## src/rtl/hilo_muldiv_pkg.sv

```systemverilog
`default_nettype none
// ============================================================================
//  Module   : hilo_muldiv_pkg
//  Purpose  : Shared CPU definitions for the HI/LO multiply-divide unit:
//             HI/LO op encoding, writeback-select encoding, FSM states,
//             iteration count and a signed-magnitude helper.
//  Revision : 1.0 - initial release
// ============================================================================
package hilo_muldiv_pkg;

   // One shift-add or restoring-divide step per result bit
   localparam int unsigned ITER_COUNT = 32;
   localparam int unsigned CNT_W      = 5;

   // Op select presented to the HI/LO unit; 6 and 7 are reserved no-ops
   typedef enum logic [2:0] {
      OP_MULT  = 3'd0,
      OP_MULTU = 3'd1,
      OP_DIV   = 3'd2,
      OP_DIVU  = 3'd3,
      OP_MTHI  = 3'd4,
      OP_MTLO  = 3'd5
   } hilo_op_e;

   // Writeback selector encoding; HI_reg/LO_reg feed the WB_HI/WB_LO legs
   typedef enum logic [2:0] {
      WB_ALU = 3'd0,
      WB_MEM = 3'd1,
      WB_PC8 = 3'd2,
      WB_HI  = 3'd3,
      WB_LO  = 3'd4
   } wb_sel_e;

   // Multiply/divide sequencer states
   typedef enum logic [1:0] {
      ST_IDLE = 2'd0,
      ST_RUN  = 2'd1,
      ST_FIN  = 2'd2
   } muldiv_state_e;

   // Absolute value of a 32-bit operand when treated as signed; raw otherwise.
   // 0x80000000 maps to itself, which is the correct unsigned magnitude.
   function automatic logic [31:0] magnitude(input logic [31:0] v, input logic is_signed);
      return (is_signed && v[31]) ? (32'd0 - v) : v;
   endfunction

endpackage
`default_nettype wire

```

## src/rtl/hilo_muldiv.sv

```systemverilog
`default_nettype none
// ============================================================================
//  Module   : hilo_muldiv
//  Purpose  : Iterative 32x32 multiply / 64/32 divide unit owning the
//             architectural HI and LO registers. Multiply and divide share
//             one 64-bit accumulator and one 5-bit iteration counter.
//  Revision : 1.0 - initial release
// ============================================================================
module hilo_muldiv
   import hilo_muldiv_pkg::*;
(
   input  logic        clk,
   input  logic        reset,
   input  logic        start,
   input  logic [2:0]  Op,
   input  logic [31:0] rs_data,
   input  logic [31:0] rt_data,
   output logic        busy,
   output logic [31:0] HI_reg,
   output logic [31:0] LO_reg
);

   localparam logic [CNT_W-1:0] LAST_ITER = CNT_W'(ITER_COUNT - 1);

   muldiv_state_e state_q, state_d;
   logic [CNT_W-1:0] cnt_q, cnt_d;
   logic        is_mul_q, is_mul_d;       // 1: multiply, 0: divide
   logic        res_neg_q, res_neg_d;     // negate product / quotient in FIN
   logic        rem_neg_q, rem_neg_d;     // negate remainder in FIN
   logic        div_zero_q, div_zero_d;   // divisor was zero
   logic [31:0] rs_raw_q, rs_raw_d;       // unmodified dividend for divide-by-zero
   logic [31:0] opb_q, opb_d;             // multiplicand or divisor magnitude
   logic [63:0] acc_q, acc_d;             // {hi half, lo half} working register
   logic [31:0] hi_q, hi_d;
   logic [31:0] lo_q, lo_d;

   logic        start_mul;
   logic        start_signed;
   logic [31:0] rs_mag;
   logic [31:0] rt_mag;
   logic [32:0] mul_sum;
   logic [63:0] mul_step;
   logic [32:0] div_shift;
   logic [32:0] div_diff;
   logic [63:0] div_step;
   logic [63:0] prod_neg;

   assign start_mul    = (Op == OP_MULT) || (Op == OP_MULTU);
   assign start_signed = (Op == OP_MULT) || (Op == OP_DIV);
   assign rs_mag       = magnitude(rs_data, start_signed);
   assign rt_mag       = magnitude(rt_data, start_signed);

   // Shift-add: add multiplicand into the upper half when the multiplier LSB
   // is set, then shift the whole 65-bit result right by one.
   assign mul_sum  = {1'b0, acc_q[63:32]} + {1'b0, opb_q};
   assign mul_step = acc_q[0] ? {mul_sum, acc_q[31:1]} : {1'b0, acc_q[63:1]};

   // Restoring divide: the partial remainder shifted left with the next
   // dividend bit needs 33 bits; a borrow out of bit 32 means "restore".
   assign div_shift = acc_q[63:31];
   assign div_diff  = div_shift - {1'b0, opb_q};
   assign div_step  = div_diff[32] ? {acc_q[62:0], 1'b0}
                                   : {div_diff[31:0], acc_q[30:0], 1'b1};

   assign prod_neg = 64'd0 - acc_q;

   // Next-state, datapath and HI/LO update logic
   always_comb begin
      state_d    = state_q;
      cnt_d      = cnt_q;
      is_mul_d   = is_mul_q;
      res_neg_d  = res_neg_q;
      rem_neg_d  = rem_neg_q;
      div_zero_d = div_zero_q;
      rs_raw_d   = rs_raw_q;
      opb_d      = opb_q;
      acc_d      = acc_q;
      hi_d       = hi_q;
      lo_d       = lo_q;

      case (state_q)
         ST_IDLE: begin
            if (start) begin
               case (Op)
                  OP_MULT, OP_MULTU, OP_DIV, OP_DIVU: begin
                     state_d    = ST_RUN;
                     cnt_d      = '0;
                     is_mul_d   = start_mul;
                     res_neg_d  = start_signed && (rs_data[31] ^ rt_data[31]);
                     rem_neg_d  = start_signed && rs_data[31];
                     div_zero_d = (rt_data == 32'd0);
                     rs_raw_d   = rs_data;
                     if (start_mul) begin
                        opb_d = rs_mag;
                        acc_d = {32'd0, rt_mag};
                     end else begin
                        opb_d = rt_mag;
                        acc_d = {32'd0, rs_mag};
                     end
                  end
                  OP_MTHI: hi_d = rs_data;
                  OP_MTLO: lo_d = rs_data;
                  default: ;
               endcase
            end
         end
         ST_RUN: begin
            acc_d = is_mul_q ? mul_step : div_step;
            cnt_d = cnt_q + 1'b1;
            if (cnt_q == LAST_ITER) begin
               state_d = ST_FIN;
            end
         end
         ST_FIN: begin
            state_d = ST_IDLE;
            if (is_mul_q) begin
               {hi_d, lo_d} = res_neg_q ? prod_neg : acc_q;
            end else if (div_zero_q) begin
               hi_d = rs_raw_q;
               lo_d = 32'hFFFF_FFFF;
            end else begin
               lo_d = res_neg_q ? (32'd0 - acc_q[31:0])  : acc_q[31:0];
               hi_d = rem_neg_q ? (32'd0 - acc_q[63:32]) : acc_q[63:32];
            end
         end
         default: state_d = ST_IDLE;
      endcase
   end

   // State registers; reset aborts any operation without touching HI/LO beyond clearing
   always_ff @(posedge clk) begin
      if (reset) begin
         state_q    <= ST_IDLE;
         cnt_q      <= '0;
         is_mul_q   <= 1'b0;
         res_neg_q  <= 1'b0;
         rem_neg_q  <= 1'b0;
         div_zero_q <= 1'b0;
         rs_raw_q   <= '0;
         opb_q      <= '0;
         acc_q      <= '0;
         hi_q       <= '0;
         lo_q       <= '0;
      end else begin
         state_q    <= state_d;
         cnt_q      <= cnt_d;
         is_mul_q   <= is_mul_d;
         res_neg_q  <= res_neg_d;
         rem_neg_q  <= rem_neg_d;
         div_zero_q <= div_zero_d;
         rs_raw_q   <= rs_raw_d;
         opb_q      <= opb_d;
         acc_q      <= acc_d;
         hi_q       <= hi_d;
         lo_q       <= lo_d;
      end
   end

   assign busy   = (state_q != ST_IDLE);
   assign HI_reg = hi_q;
   assign LO_reg = lo_q;

endmodule
`default_nettype wire

```

## config.mk

```make
export PLATFORM = sky130hd
export DESIGN_NAME = hilo_muldiv
export DESIGN_NICKNAME = d
export VERILOG_FILES = /design/src/rtl/hilo_muldiv_pkg.sv /design/src/rtl/hilo_muldiv.sv
export SDC_FILE = /design/constraint.sdc
export NUM_CORES = 1
export LEC_CHECK = 0
export BUFFER_PORTS_ARGS = -buffer_cell sky130_fd_sc_hd__buf_2
export CAP_MARGIN = 20
export CORE_MARGIN = 1
export CORE_UTILIZATION = 50
export CTS_CLUSTER_DIAMETER = 60
export DETAILED_ROUTE_END_ITERATION = 7
export MAX_ROUTING_LAYER = met4
export PLACE_DENSITY_LB_ADDON = 0.12
export SYNTH_ARGS = -nofsm -noshare
export SYNTH_HDL_FRONTEND = slang
export SYNTH_SLANG_ARGS = --single-unit
```

## constraint.sdc

```tcl
create_clock -name clk -period 9.95 [get_ports clk]
set_clock_uncertainty 0.1 [all_clocks]
set_input_delay 1.99 -clock clk [delete_from_list [all_inputs] [get_ports clk]]
set_output_delay 1.99 -clock clk [all_outputs]
set_load 0.02 [all_outputs]
```

# Word-level counts from Yosys, hierarchy flattened

Cells that the tools add are included.

Bits in registers: 203
Input bits: 70
Output and inout bits: 65

Add/sub/neg operators: 8
Equality and inequality tests: 13
Mux-type cells: 30
Bitwise operators: 1
Reductions and logical operators: 17

Operators with widths:

| cell                                                   | number |
|---|---|
| two-way mux 32 bit                                     | 14 |
| two-way mux 64 bit                                     | 6 |
| case mux 32 bit (2 select lines)                       | 2 |
| case mux 64 bit (2 select lines)                       | 1 |
| subtractor 1 x 32 -> 32 bit (first input constant)     | 4 |
| subtractor 1 x 64 -> 64 bit (first input constant)     | 1 |
| adder 32 x 32 -> 33 bit                                | 1 |
| subtractor 33 x 32 -> 33 bit                           | 1 |
| logical NOT 32 bit                                     | 1 |
| AND reduction 3 bit                                    | 5 |
| two-way mux 5 bit                                      | 2 |
| case mux 5 bit (2 select lines)                        | 1 |
| == test 3 x 2 -> 1 bit (second input constant)         | 2 |
| == test 3 bit (second input constant)                  | 2 |
| two-way mux 2 bit                                      | 3 |
| inequality test 2 x 1 -> 1 bit (second input constant) | 3 |
| nonzero test 2 bit                                     | 3 |
| adder 5 x 1 -> 5 bit (second input constant)           | 1 |
| == test 5 bit (second input constant)                  | 1 |
| inequality test 2 bit (second input constant)          | 2 |
| case mux 2 bit (2 select lines)                        | 1 |
| OR reduction 4 bit                                     | 1 |
| == test 3 x 1 -> 1 bit (second input constant)         | 1 |
| logical AND 1 bit                                      | 3 |
| 6 further kinds                                        | 7 |

# Logic depth before layout (Yosys ltp)

Depth in word-level cells: 8
Gate-level depth with buffers: 15
Depth with buffers taken out: 13

# Worst setup path after synthesis

Ideal clock, no wire load.

Kind: input port to flip-flop
Start point: in rs_data[6]
End point: reg acc_q[29]
Arrival: 4.324 ns
Slack: 5.461 ns
Stages: 11
Cell sequence: nor3_1 -> nand2b_1 -> or4_1 -> clkbuf_1 -> nor4_1 -> a31oi_1 -> xor2_1 -> nor2_1 -> a211oi_1 -> o22ai_1 -> nor2_1

Longest elaborated chain between the ends: 6

Ends and longest elaborated chain:

| item                             | RTL line              | RTL |
|---|---|---|
| start: declaration               | hilo_muldiv.sv:16     | `input logic [31:0] rs_data,` |
| subtractor 1 x 32 -> 32 bit      | hilo_muldiv_pkg.sv:44 | `return (is_signed && v[31]) ? (32'd0 - v) : v;` |
| two-way mux 32 bit               | hilo_muldiv_pkg.sv:44 |  |
| two-way mux 32 bit               | hilo_muldiv.sv:93     | `if (start_mul) begin` |
| two-way mux 64 bit               | hilo_muldiv.sv:84     | `case (Op)` |
| two-way mux 64 bit               | hilo_muldiv.sv:83     | `if (start) begin` |
| case mux 64 bit (2 select lines) | hilo_muldiv.sv:81     | `case (state_q)` |
| end signal: assignment           | hilo_muldiv.sv:141    | `acc_q <= '0;` |
| end signal: assignment           | hilo_muldiv.sv:153    | `acc_q <= acc_d;` |
| end: declaration                 | hilo_muldiv.sv:33     | `logic [63:0] acc_q, acc_d;` |

No other way between the ends. The select of a mux whose other input is x is not followed.
A chain may end at the register's enable or synchronous reset.

# Worst setup path after layout

Start point: reg acc_q[33]
End point: reg acc_q[44]

Longest elaborated chain between the ends: 4

Ends and longest elaborated chain:

| item                                                                    | RTL line                             | RTL |
|---|---|---|
| subtractor 33 x 32 -> 33 bit or adder 32 x 32 -> 33 bit (tied branches) | hilo_muldiv.sv:61, hilo_muldiv.sv:55 |  |
| two-way mux 64 bit (on tied branches)                                   | hilo_muldiv.sv:62, hilo_muldiv.sv:56 |  |
| two-way mux 64 bit (*)                                                  | hilo_muldiv.sv:108                   | `acc_d = is_mul_q ? mul_step : div_step;` |
| case mux 64 bit (2 select lines) (*)                                    | hilo_muldiv.sv:81                    |  |

Mark *: on every way between the ends. The rest lies on a longest branch, timed or not.

==> reports/results.txt <==
Ys flop type = dfxtp_1
Period utilization = 48.9%
Final Util = 56.6%
Via/cell ratio = 6.56
DRT Pass-1 Iters = 6
Most frequent cell after synthesis = nand2_1
Chip Width = 184 um
Die area = 34000 um^2
Largest area contributor in the netlist = dfxtp_1
Final hold vios = 0
Count of different cell masters after synthesis = 82
Antenna violations before repair = 0
Post-CTS Hold Buffers = 0
Outcome = finished, final reports clean
Largest net degree at the start of global routing = 73
All-Layer GR Usage = 40.2%
Design area = 18500 um^2
Total global routing overflow = 0
Setup CP Type = reg -> reg
DRC viols = 0
Number of synthesized flops with an enable pin = 0
Detailed Place HPWL = 48700 um
Number of setup buffers added after CTS = 0
Wire per inst = 24.4 um
CTS H-tree lvls = 1
Largest register FFs = 64
Row count = 66
Inserted Diodes = 0
Via count = 18.2k
# IOs = 135
PostCTS Resize Cnt = 0
CTS buffer count = 30
Max Clock Freq = 206 MHz
Routability cong. = 1.02
Slew Limit Fails = 0
Mapped Cells = 2295
Final setup viols = 0
Area contributors post-synth = dfxtp_1, a21oi_1, nand2_1
Clock transition at path regs = 0.06 ns
Hold Slack = 0.352 ns
Power Density = 194 nW/um^2
Reg with most FFs = acc_q
Synth warn = 0
Wirelength, routed = 67600 um
Peak VDD IR = 0.159 mV
HP Class = reg -> reg
Routed Antenna Nets = 0
Synth top cells by count = nand2_1, a21oi_1, dfxtp_1
Setup crit end kind = flip-flop
Drt first-iter violations = 2039
Post-synth net total = 2437
First-pass GRT wire length = 101000 um
Required @ worst endpoint = 10.28 ns
Clock root buffer master = clkbuf_16
TNS Setup = 0 ns
CTS tree = built
Asr flop ratio synth = 0%
Worst setup SP type = flip-flop
Core area = 32600 um^2
# fillers = 3223
# port buffers = 134
Placed Area = 17400 um^2
Worst-margin pin slew = 1.11 ns
Post-synth top area share = 24.4%
Clock Latency Late Sink = 0.59 ns
Sequential fraction of the synthesis area = 24.4%
Starting Density = 51.0%
Max clock buf depth = 3
Slew margin rel. = 26.0%
Vias in the first global route = 16.4k
Leakage power = 7.25 nW
Fraction of layout cells with a size suffix above 1 = 10.6%
Maxcap violations = 0
Fin crit period = 4.86 ns
Crit Path Max Fanout = 32
Average size of a mapped cell = 7.25 um^2
Die height = 184 um
Final #Nets = 2449
RSZ-0062 raised after global routing = no
#FFs+latches synth = 203
Cell area after synthesis = 16600 um^2
Total power = 3.58 mW
CP arrival = 5.19 ns
Layout overhead on the synthesized area = 10.9%
Clock sink count = 203
-- cell type report --
type	count	area, um^2	share of cell area (%)
multi-input combinational	1844	11700	63.3
sequential	203	4070	22.0
timing repair buffer	160	897	4.86
clock buffer	39	815	4.41
tap	442	553	3.00
inverter	68	255	1.38
clock inverter	15	180	0.976
-- where the power goes --
part | switching [mW] | internal, mW | leakage (nW)
Combinational | 0.958 | 0.556 | 5.11
Sequential | 0.125 | 0.866 | 1.66
Clock | 0.440 | 0.634 | 0.476
Total | 1.52 | 2.06 | 7.25
-- critical path, stage by stage (launching register included) --
cell and delay [ns]:
dfxtp_1 0.59, ha_1 0.36, nor2b_1 0.18, o31ai_1 0.39
a21oi_1 0.23, a211oi_1 0.69, a211o_1 0.26, a41oi_1 0.22
xnor2_2 0.70, buf_4 0.48, nor2_1 0.09, a211oi_1 0.29
o31ai_1 0.12
-- cell usage in the layout (no fill, tap or decap), drive strengths merged, types with 39 or more instances in the layout --
cell type    n
a211oi      44
a21oi      242
buf        160
clkbuf      39
dfxtp      203
ha          70
inv         70
mux2i       77
nand2      289
nor2       199
nor3        43
o211ai      80
o21ai      180
xnor2       78
xor2        82
-- cell families after synthesis --
group | Yosys count | share of synthesized area, %
mux | 82 | 4.97
compound gates | 803 | 30.8
xor+xnor | 160 | 8.42
buf+inv | 248 | 5.73
fa+ha+maj | 72 | 5.50
flops | 203 | 24.4
simple gates | 727 | 20.2
-- per-layer routing --
layer / up-vias / wire, um / GRT usage, %
met5: - / 0 / -
met4: 0 / 4050 / 20.9
met3: 181 / 5980 / 5.30
met2: 986 / 29500 / 60.3
met1: 8612 / 28100 / 52.6
li1: 8401 / - / -
-- metrics by stage --
step	cells	setup WS, ns
2_1_floorplan	2295	5.46
3_3_place_gp	2714	5.05
3_5_place_dp	2715	5.05
4_1_cts	2769	5.14
5_1_grt	2771	4.83
6_report	2771	5.09
-- path summary, 6_finish.rpt --
check                                 start                        end  slack [ns]  cells after the start
setup / recovery     acc_q[33]$_SDFFE_PP0P_     acc_q[44]$_SDFFE_PP0P_        5.09                     12
hold / removal    rs_raw_q[13]$_SDFFE_PP0P_  rs_raw_q[13]$_SDFFE_PP0P_        0.35                      2
setup reg to reg     acc_q[33]$_SDFFE_PP0P_     acc_q[44]$_SDFFE_PP0P_        5.09                     12
hold reg to reg   rs_raw_q[13]$_SDFFE_PP0P_  rs_raw_q[13]$_SDFFE_PP0P_        0.35                      2
(Power assumes the default switching activity.)
